### src/rtl/uart_pkg.sv
// Shared definitions for the memory-mapped UART transmitter.
// Register offsets, STATUS/CTRL bit positions and the FSM state type.
package uart_pkg;

    localparam logic [31:0] OFF_TXDATA = 32'h0;
    localparam logic [31:0] OFF_STATUS = 32'h4;
    localparam logic [31:0] OFF_CTRL   = 32'h8;

    localparam int ST_FULL    = 0;
    localparam int ST_EMPTY   = 1;
    localparam int ST_BUSY    = 2;
    localparam int ST_PEND    = 3;
    localparam int ST_OVF     = 4;
    localparam int ST_CNT_LSB = 5;
    localparam int ST_PARITY  = 8;

    localparam int CT_ENABLE  = 0;
    localparam int CT_ACK     = 1;

    typedef enum logic [2:0] {
        IDLE,
        START,
        DATA,
        PARITY,
        STOP
    } state_t;

    function automatic logic [2:0] sat_count(input logic [31:0] c);
        return (c > 32'd7) ? 3'd7 : c[2:0];
    endfunction

endpackage

### src/rtl/uart_fifo.sv
// Transmit FIFO with async active-low reset.
// A push while full is accepted only when a pop happens in the same cycle.
module uart_fifo #(
    parameter int DEPTH = 4,
    parameter int WIDTH = 8
) (
    input  logic                   clk,
    input  logic                   reset,
    input  logic                   i_push,
    input  logic                   i_pop,
    input  logic [WIDTH-1:0]       i_wdata,
    output logic [WIDTH-1:0]       o_rdata,
    output logic                   o_full,
    output logic                   o_empty,
    output logic [$clog2(DEPTH):0] o_count
);

    localparam int AW = $clog2(DEPTH);

    logic [WIDTH-1:0] r_mem [DEPTH];
    logic [AW-1:0]    r_wptr;
    logic [AW-1:0]    r_rptr;
    logic [AW:0]      r_count;
    logic             w_do_push;
    logic             w_do_pop;

    assign o_full    = (r_count == (AW+1)'(DEPTH));
    assign o_empty   = (r_count == '0);
    assign o_count   = r_count;
    assign o_rdata   = r_mem[r_rptr];
    assign w_do_pop  = i_pop & ~o_empty;
    assign w_do_push = i_push & (~o_full | w_do_pop);

    always_ff @(posedge clk) begin
        if (w_do_push) begin
            r_mem[r_wptr] <= i_wdata;
        end
    end

    always_ff @(posedge clk or negedge reset) begin
        if (!reset) begin
            r_wptr  <= '0;
            r_rptr  <= '0;
            r_count <= '0;
        end else begin
            if (w_do_push) begin
                r_wptr <= r_wptr + 1'b1;
            end
            if (w_do_pop) begin
                r_rptr <= r_rptr + 1'b1;
            end
            if (w_do_push && !w_do_pop) begin
                r_count <= r_count + 1'b1;
            end else if (w_do_pop && !w_do_push) begin
                r_count <= r_count - 1'b1;
            end
        end
    end

endmodule

### src/rtl/uart_tx_mmio.sv
// MMIO UART transmitter: TXDATA/STATUS/CTRL window, FIFO, 8N1 serialiser.
// Define UART_TX_PARITY_EN to add an even-parity bit before the stop bit.
module uart_tx_mmio
    import uart_pkg::*;
#(
    parameter logic [31:0] BASE         = 32'hFFFF0040,
    parameter int          CLKS_PER_BIT = 16,
    parameter int          FIFO_DEPTH   = 4
) (
    input  logic        clk,
    input  logic        reset,
    input  logic [31:0] address,
    input  logic [31:0] data,
    input  logic        MemRead,
    input  logic        MemWrite,
    output logic [31:0] rd_data,
    output logic        UartAddress,
    output logic        UartInterrupt,
    output logic        txd
);

    localparam int CW = $clog2(FIFO_DEPTH) + 1;
    localparam int BW = $clog2(CLKS_PER_BIT);

    state_t        r_state;
    logic [BW-1:0] r_baud;
    logic [2:0]    r_bit;
    logic [7:0]    r_shift;
    logic          r_txd;
    logic          r_enable;
    logic          r_pending;
    logic          r_overflow;
`ifdef UART_TX_PARITY_EN
    logic          r_par;
`endif

    logic          w_sel_tx;
    logic          w_sel_st;
    logic          w_sel_ct;
    logic          w_wr_tx;
    logic          w_wr_ct;
    logic          w_ack;
    logic          w_bit_end;
    logic          w_pop;
    logic          w_drop;
    logic          w_set_pend;
    logic          w_full;
    logic          w_empty;
    logic [CW-1:0] w_count;
    logic [7:0]    w_rdata;
    logic [31:0]   w_status;
    logic          w_unused_data;

    assign w_sel_tx    = (address == BASE + OFF_TXDATA);
    assign w_sel_st    = (address == BASE + OFF_STATUS);
    assign w_sel_ct    = (address == BASE + OFF_CTRL);
    assign UartAddress = w_sel_tx | w_sel_st | w_sel_ct;

    assign w_wr_tx = MemWrite & w_sel_tx;
    assign w_wr_ct = MemWrite & w_sel_ct;
    assign w_ack   = w_wr_ct & data[CT_ACK];

    assign w_unused_data = ^data[31:8];

    assign w_bit_end = (r_baud == BW'(CLKS_PER_BIT - 1));
    // Pop on registered non-empty only: idle, or at the end of a stop bit.
    assign w_pop = ~w_empty &
                   ((r_state == IDLE) | ((r_state == STOP) & w_bit_end));
    assign w_drop     = w_wr_tx & w_full & ~w_pop;
    assign w_set_pend = (r_state == STOP) & w_bit_end & w_empty;

    uart_fifo #(
        .DEPTH (FIFO_DEPTH),
        .WIDTH (8)
    ) u_fifo (
        .clk     (clk),
        .reset   (reset),
        .i_push  (w_wr_tx),
        .i_pop   (w_pop),
        .i_wdata (data[7:0]),
        .o_rdata (w_rdata),
        .o_full  (w_full),
        .o_empty (w_empty),
        .o_count (w_count)
    );

    always_ff @(posedge clk or negedge reset) begin
        if (!reset) begin
            r_state <= IDLE;
            r_baud  <= '0;
            r_bit   <= '0;
            r_shift <= '0;
            r_txd   <= 1'b1;
`ifdef UART_TX_PARITY_EN
            r_par   <= 1'b0;
`endif
        end else begin
            if (r_state == IDLE || w_bit_end) begin
                r_baud <= '0;
            end else begin
                r_baud <= r_baud + 1'b1;
            end
            unique case (r_state)
                IDLE: begin
                    r_txd <= 1'b1;
                    if (w_pop) begin
                        r_state <= START;
                        r_shift <= w_rdata;
`ifdef UART_TX_PARITY_EN
                        r_par   <= ^w_rdata;
`endif
                    end
                end
                START: begin
                    r_txd <= 1'b0;
                    if (w_bit_end) begin
                        r_state <= DATA;
                    end
                end
                DATA: begin
                    r_txd <= r_shift[0];
                    if (w_bit_end) begin
                        r_shift <= {1'b0, r_shift[7:1]};
                        r_bit   <= r_bit + 1'b1;
                        if (r_bit == 3'd7) begin
`ifdef UART_TX_PARITY_EN
                            r_state <= PARITY;
`else
                            r_state <= STOP;
`endif
                        end
                    end
                end
`ifdef UART_TX_PARITY_EN
                PARITY: begin
                    r_txd <= r_par;
                    if (w_bit_end) begin
                        r_state <= STOP;
                    end
                end
`endif
                STOP: begin
                    r_txd <= 1'b1;
                    if (w_bit_end) begin
                        if (w_pop) begin
                            r_state <= START;
                            r_shift <= w_rdata;
`ifdef UART_TX_PARITY_EN
                            r_par   <= ^w_rdata;
`endif
                        end else begin
                            r_state <= IDLE;
                        end
                    end
                end
                default: begin
                    r_state <= IDLE;
                    r_txd   <= 1'b1;
                end
            endcase
        end
    end

    // Set beats ack for both sticky flags.
    always_ff @(posedge clk or negedge reset) begin
        if (!reset) begin
            r_enable   <= 1'b0;
            r_pending  <= 1'b0;
            r_overflow <= 1'b0;
        end else begin
            if (w_wr_ct) begin
                r_enable <= data[CT_ENABLE];
            end
            r_pending  <= w_set_pend | (r_pending & ~w_ack);
            r_overflow <= w_drop | (r_overflow & ~w_ack);
        end
    end

    always_comb begin
        w_status                      = '0;
        w_status[ST_FULL]             = w_full;
        w_status[ST_EMPTY]            = w_empty;
        w_status[ST_BUSY]             = (r_state != IDLE);
        w_status[ST_PEND]             = r_pending;
        w_status[ST_OVF]              = r_overflow;
        w_status[ST_CNT_LSB +: 3]     = sat_count(32'(w_count));
`ifdef UART_TX_PARITY_EN
        w_status[ST_PARITY]           = 1'b1;
`endif
    end

    always_comb begin
        rd_data = '0;
        if (MemRead) begin
            unique case (1'b1)
                w_sel_st: rd_data = w_status;
                w_sel_ct: rd_data = {31'b0, r_enable};
                default:  rd_data = '0;
            endcase
        end
    end

    assign UartInterrupt = r_pending & r_enable;
    assign txd           = r_txd;

endmodule
### config.mk
export PLATFORM = sky130hd
export DESIGN_NAME = uart_tx_mmio
export DESIGN_NICKNAME = d
export VERILOG_FILES = /design/src/rtl/uart_pkg.sv /design/src/rtl/uart_fifo.sv /design/src/rtl/uart_tx_mmio.sv
export SDC_FILE = /design/constraint.sdc
export NUM_CORES = 1
export LEC_CHECK = 0
export ABC_AREA = 1
export BUFFER_PORTS_ARGS = -buffer_cell sky130_fd_sc_hd__buf_2
export CAP_MARGIN = 20
export CORE_AREA = 4 4 78 135
export DETAILED_ROUTE_END_ITERATION = 10
export DIE_AREA = 0 0 82 139
export PLACE_DENSITY = 0.61
export SLEW_MARGIN = 20
export SYNTH_ARGS = -nofsm -noshare
export SYNTH_HDL_FRONTEND = slang
export SYNTH_SLANG_ARGS = --single-unit
### constraint.sdc
create_clock -name clk -period 4.6 [get_ports clk]
set_input_delay 0.23 -clock clk [delete_from_list [all_inputs] [get_ports clk]]
set_output_delay 0.23 -clock clk [all_outputs]
set_load 0.01 [all_outputs]
==> parameters.txt <==
Parameter                              Value

Pwr
  Power density over the cells    344.1 mW/mm^2
  Worst-case vdd ir drop    about 0.26 mV
  Internal portion of total power    ~1.1 mW
  Power share of the combinational group    under 10%
  Part of the total power dissipated in sequential elements    approximately 43%
  Part of the power in the clock network    between 50% and 60%
  NetSw    0.2716 mW
  Switching portion of total power    between 20% and 30%
  Leakage dissipation    1.817 nW

Synthesis
  Proportion of synthesized area in mux cells    less than 1%
  Largest family of logic cells by synthesized area    simple AND/OR/NAND/NOR gates
  Top post-synthesis cells by area    edfxtp_1 29%, dfrtp_1 21%, nand2_1 13%
  Flip-flop and latch count after synthesis    just over 60
  Fraction of the mapped netlist area in compound gates    under 10%
  Number of enable-type register cells in the synthesized netlist    32
  Largest area contributor in the netlist    edfxtp_1
  Share of Yosys cell area claimed by the top area cell type    between 20% and 30%
  Area share of fa/ha/maj cells after synthesis    about 3.7%
  Post-synthesis xor/xnor area fraction    approximately 1.3%
  Fraction of registers with async set/reset    roughly 48%
  Warnings, synthesis    0
  Main flop type after synthesis    edfxtp_1
  Register area share after synthesis    51.73%
  Post-Synthesis Cells    ~370
  Distinct cell type count after synthesis    32
  Area share of and/or/nand/nor cells after synthesis    between 20 and 30%
  Synthesized cell area    0.003263 sq mm
  Synthesized area per cell    ~9 sq um

Timing
  Relative slew slack    between 40% and 50%
  Clock tree skew after final layout    0.003471 ns
  Portion of the clock cycle consumed by the worst path in the final layout    approximately 54%
  Final sum of negative setup slack    0 ns
  Number of slew-limit violations in the final report    0
  Number of endpoints with negative hold slack in the final report    0
  Min cycle time layout    roughly 2.5 ns
  Max Fclk    0.4012 GHz
  Slew @ Worst Pin    approximately 0.8 ns
  RSZ-0062 raised after global routing    no
  Number of failing setup endpoints in the final timing report    0

Route
  Wirelength per Cell    11.95 um
  Total DRC errors in the routed layout    0
  Total iterations of the first detailed-routing run    4
  Number of nets with antenna violations after detailed routing    0
  Via Count    approximately 2,500
  Wirelength, routed    approximately 6.7 mm
  Number of design-rule violations left by the first detailed-router iteration    74
  Avg Vias per Cell    approximately 4.6

Global route
  GRT Total Usage    between 10% and 20%
  Grt total ovfl    0
  Global Route met3 Usage    3.576%
  Global route hottest layer    met2
  Antenna violations before repair    0
  Via count of the first global-routing pass    between 2,000 and 3,000
  Pin count of the biggest net entering global routing    30
  Global routing usage on met2    between 20% and 30%
  First-pass GRT wire length    ~11 mm
  Met1 demand-to-capacity share in global routing    between 10% and 20%

Cells and area
  Post-route insts no fill    roughly 560
  Fraction of layout instances using a drive strength above 1    19.72%
  Relative area change from synthesis to final layout    19.29%
  # fillers    939
  Antenna cells    0
  Number of nets at the end of the flow    approximately 510

Clocking
  Buffer depth of the longest clock path    2
  Number of clock sinks seen by CTS    between 60 and 70
  Cells resized by post-CTS repair    0
  CTS tree    yes
  Clock Root Buffer    clkbuf_16
  Worst-Skew Late Latency    0.33 ns
  Clock buffers created by TritonCTS    9
  Clock transition at the registers of the reported paths    ~0.050 ns
  Post CTS Setup Buffer Count    0
  H-tree level count    3

Worst setup path
  Data arrival time of the critical path    ~2.7 ns
  Setup slack of the worst register-to-register path    roughly 2.1 ns
  Critical path endpoint category    register
  Category of the most critical setup path    register to register
  Worst setup SP type    register
  Worst-path fanout max    6
  Worst endpoint required time    between 4 and 5 ns

Hold path
  Path category of the worst min-delay check    input pin to register

Placement
  Half-perimeter wire length after placement    between 4 and 5 mm
  Input/output buffers    54
  Final RePlAce weighted congestion    about 0.8
  Placed Cells    roughly 540

Floorplan
  Die Width    ~82 um
  Count of standard-cell rows    47
  Ports    103
  Height of the die    roughly 140 um
  Core area    0.009409 sq mm
  Initial Utilization    34.68%
  Die Outline Area    about 0.011 sq mm

Run status
  Outcome    finished clean

Flow run
  # Max-Cap Violations    0
-- synth_stat cells, types with 2 or more instances --
| cell | count |
|---|---|
| nor2_4 | 2 |
| nand3_1 | 37 |
| ha_1 | 8 |
| buf_4 | 25 |
| dfrtp_1 | 28 |
| nand2_4 | 2 |
| nor3_1 | 2 |
| xor2_1 | 4 |
| nor2_1 | 48 |
| nor2_2 | 2 |
| o21ai_0 | 5 |
| mux2_2 | 2 |
| a21oi_1 | 5 |
| nand4_1 | 8 |
| inv_1 | 32 |
| inv_2 | 2 |
| nand2_1 | 111 |
| edfxtp_1 | 32 |
| nor3b_1 | 2 |
| buf_2 | 2 |
-- flip-flops by register name (all words and copies together), names as in the netlist --
register,cells
r_baud,4
u_fifo.r_wptr,2
u_fifo.r_mem,32
r_bit,3
r_shift,8
u_fifo.r_rptr,2
r_overflow,1
txd,1
r_enable,1
r_pending,1
u_fifo.o_count,3
r_state,3
-- power by group through the flow --
stage / clock [mW] / sequential (mW) / combinational, mW
3_5_place_dp: 0 / 0.587 / 0.0446
4_1_cts: 0.730 / 0.576 / 0.0454
3_3_place_gp: 0 / 0.587 / 0.0431
5_1_grt: 0.752 / 0.576 / 0.0522
2_1_floorplan: 0 / 0.587 / 0.0310
6_report: 0.718 / 0.576 / 0.0451
-- cells in the final DEF (no fill, tap or decap), types with 5 or more instances in the layout --
master / netlist / routed
inv_1: 32 / 32
conb_1: 1 / 24
ha_1: 8 / 8
nand2_1: 111 / 111
dfrtp_1: 28 / 28
nor2_1: 48 / 48
a21oi_1: 5 / 5
nand4_1: 8 / 8
nand3_1: 37 / 37
edfxtp_1: 32 / 32
buf_2: 2 / 54
clkbuf_16: 0 / 9
o21ai_0: 5 / 5
-- layout make-up --
cell class,instances,area [sq um],area share [%]
tap,122,152.6,3.922
sequential,61,1688,43.36
timing repair buffer,55,280.3,7.200
multi-input combinational,270,1321,33.94
clock buffer,9,225.2,5.786
inverter,34,127.6,3.279
clock inverter,7,97.59,2.507
-- per-layer routing --
| metal | share of wire (%) | vias to the layer above |
|---|---|---|
| met5 | 0 | - |
| met4 | 2.7 | 0 |
| met3 | 6.2 | 14 |
| met2 | 54 | 90 |
| met1 | 37 | 1167 |
| li1 | - | 1273 |
-- critical path, stage by stage, from the launching register on --
cell and delay (ns):
dfrtp_1 0.37, ha_1 0.24, nand3_4 0.14, nor2_1 0.18, nor2_1 0.06, nand2_1 0.11, nand3_1 0.18, inv_1 0.09
ha_1 0.14, inv_1 0.07, fa_1 0.37, a21oi_1 0.14, o21ai_0 0.11, xor2_1 0.15
-- worst paths after layout --
| path | startpoint | end | cells after the start |
|---|---|---|---|
| max reg2reg | r_baud[0] | u_fifo.o_count[2] | 13 |
| max | r_baud[0] | u_fifo.o_count[2] | 13 |
| min | data[5] | u_fifo.r_mem[0][5] | 1 |
| min in group asynchronous | reset | r_baud[1] | 2 |
| min reg2reg | r_baud[0] | r_baud[0] | 1 |
| max in group asynchronous | reset | r_shift[7] | 2 |
-- through the flow --
stage | area (sq um) | power [mW] | utilization [%] | setup WS [ns] | hold slack, ns
after CTS | 3892 | 1.351 | 41.37 | 2.068 | 0.1049
final | 3892 | 1.339 | 41.37 | 2.107 | 0.1131
after global routing | 3892 | 1.380 | 41.37 | 1.844 | 0.1120
after floorplan | 3349 | 0.6177 | - | 2.366 | -0.06559
after detailed placement | 3560 | 0.6312 | 37.83 | 2.096 | 0.3094
after global placement | 3560 | 0.6297 | 37.83 | 2.124 | 0.3047
-- what timing repair did --
item,CTS,global route
setup endpoints to repair,0,0
hold endpoints to repair,28,0
hold buffers,1,0
-- logic make-up (layout without fill, tap and decap cells) --
| group | Yosys count | after routing |
|---|---|---|
| and+or+nand+nor | 217 | 217 |
| buffers and inverters | 63 | 105 |
| DFF | 61 | 61 |
| AOI/OAI and AO/OA | 13 | 13 |
| adders and majority gates | 9 | 9 |
| xor gates and xnor gates | 5 | 5 |
| muxes | 2 | 2 |
| other | 1 | 24 |
Note: power is estimated with default switching activity, not from simulation.
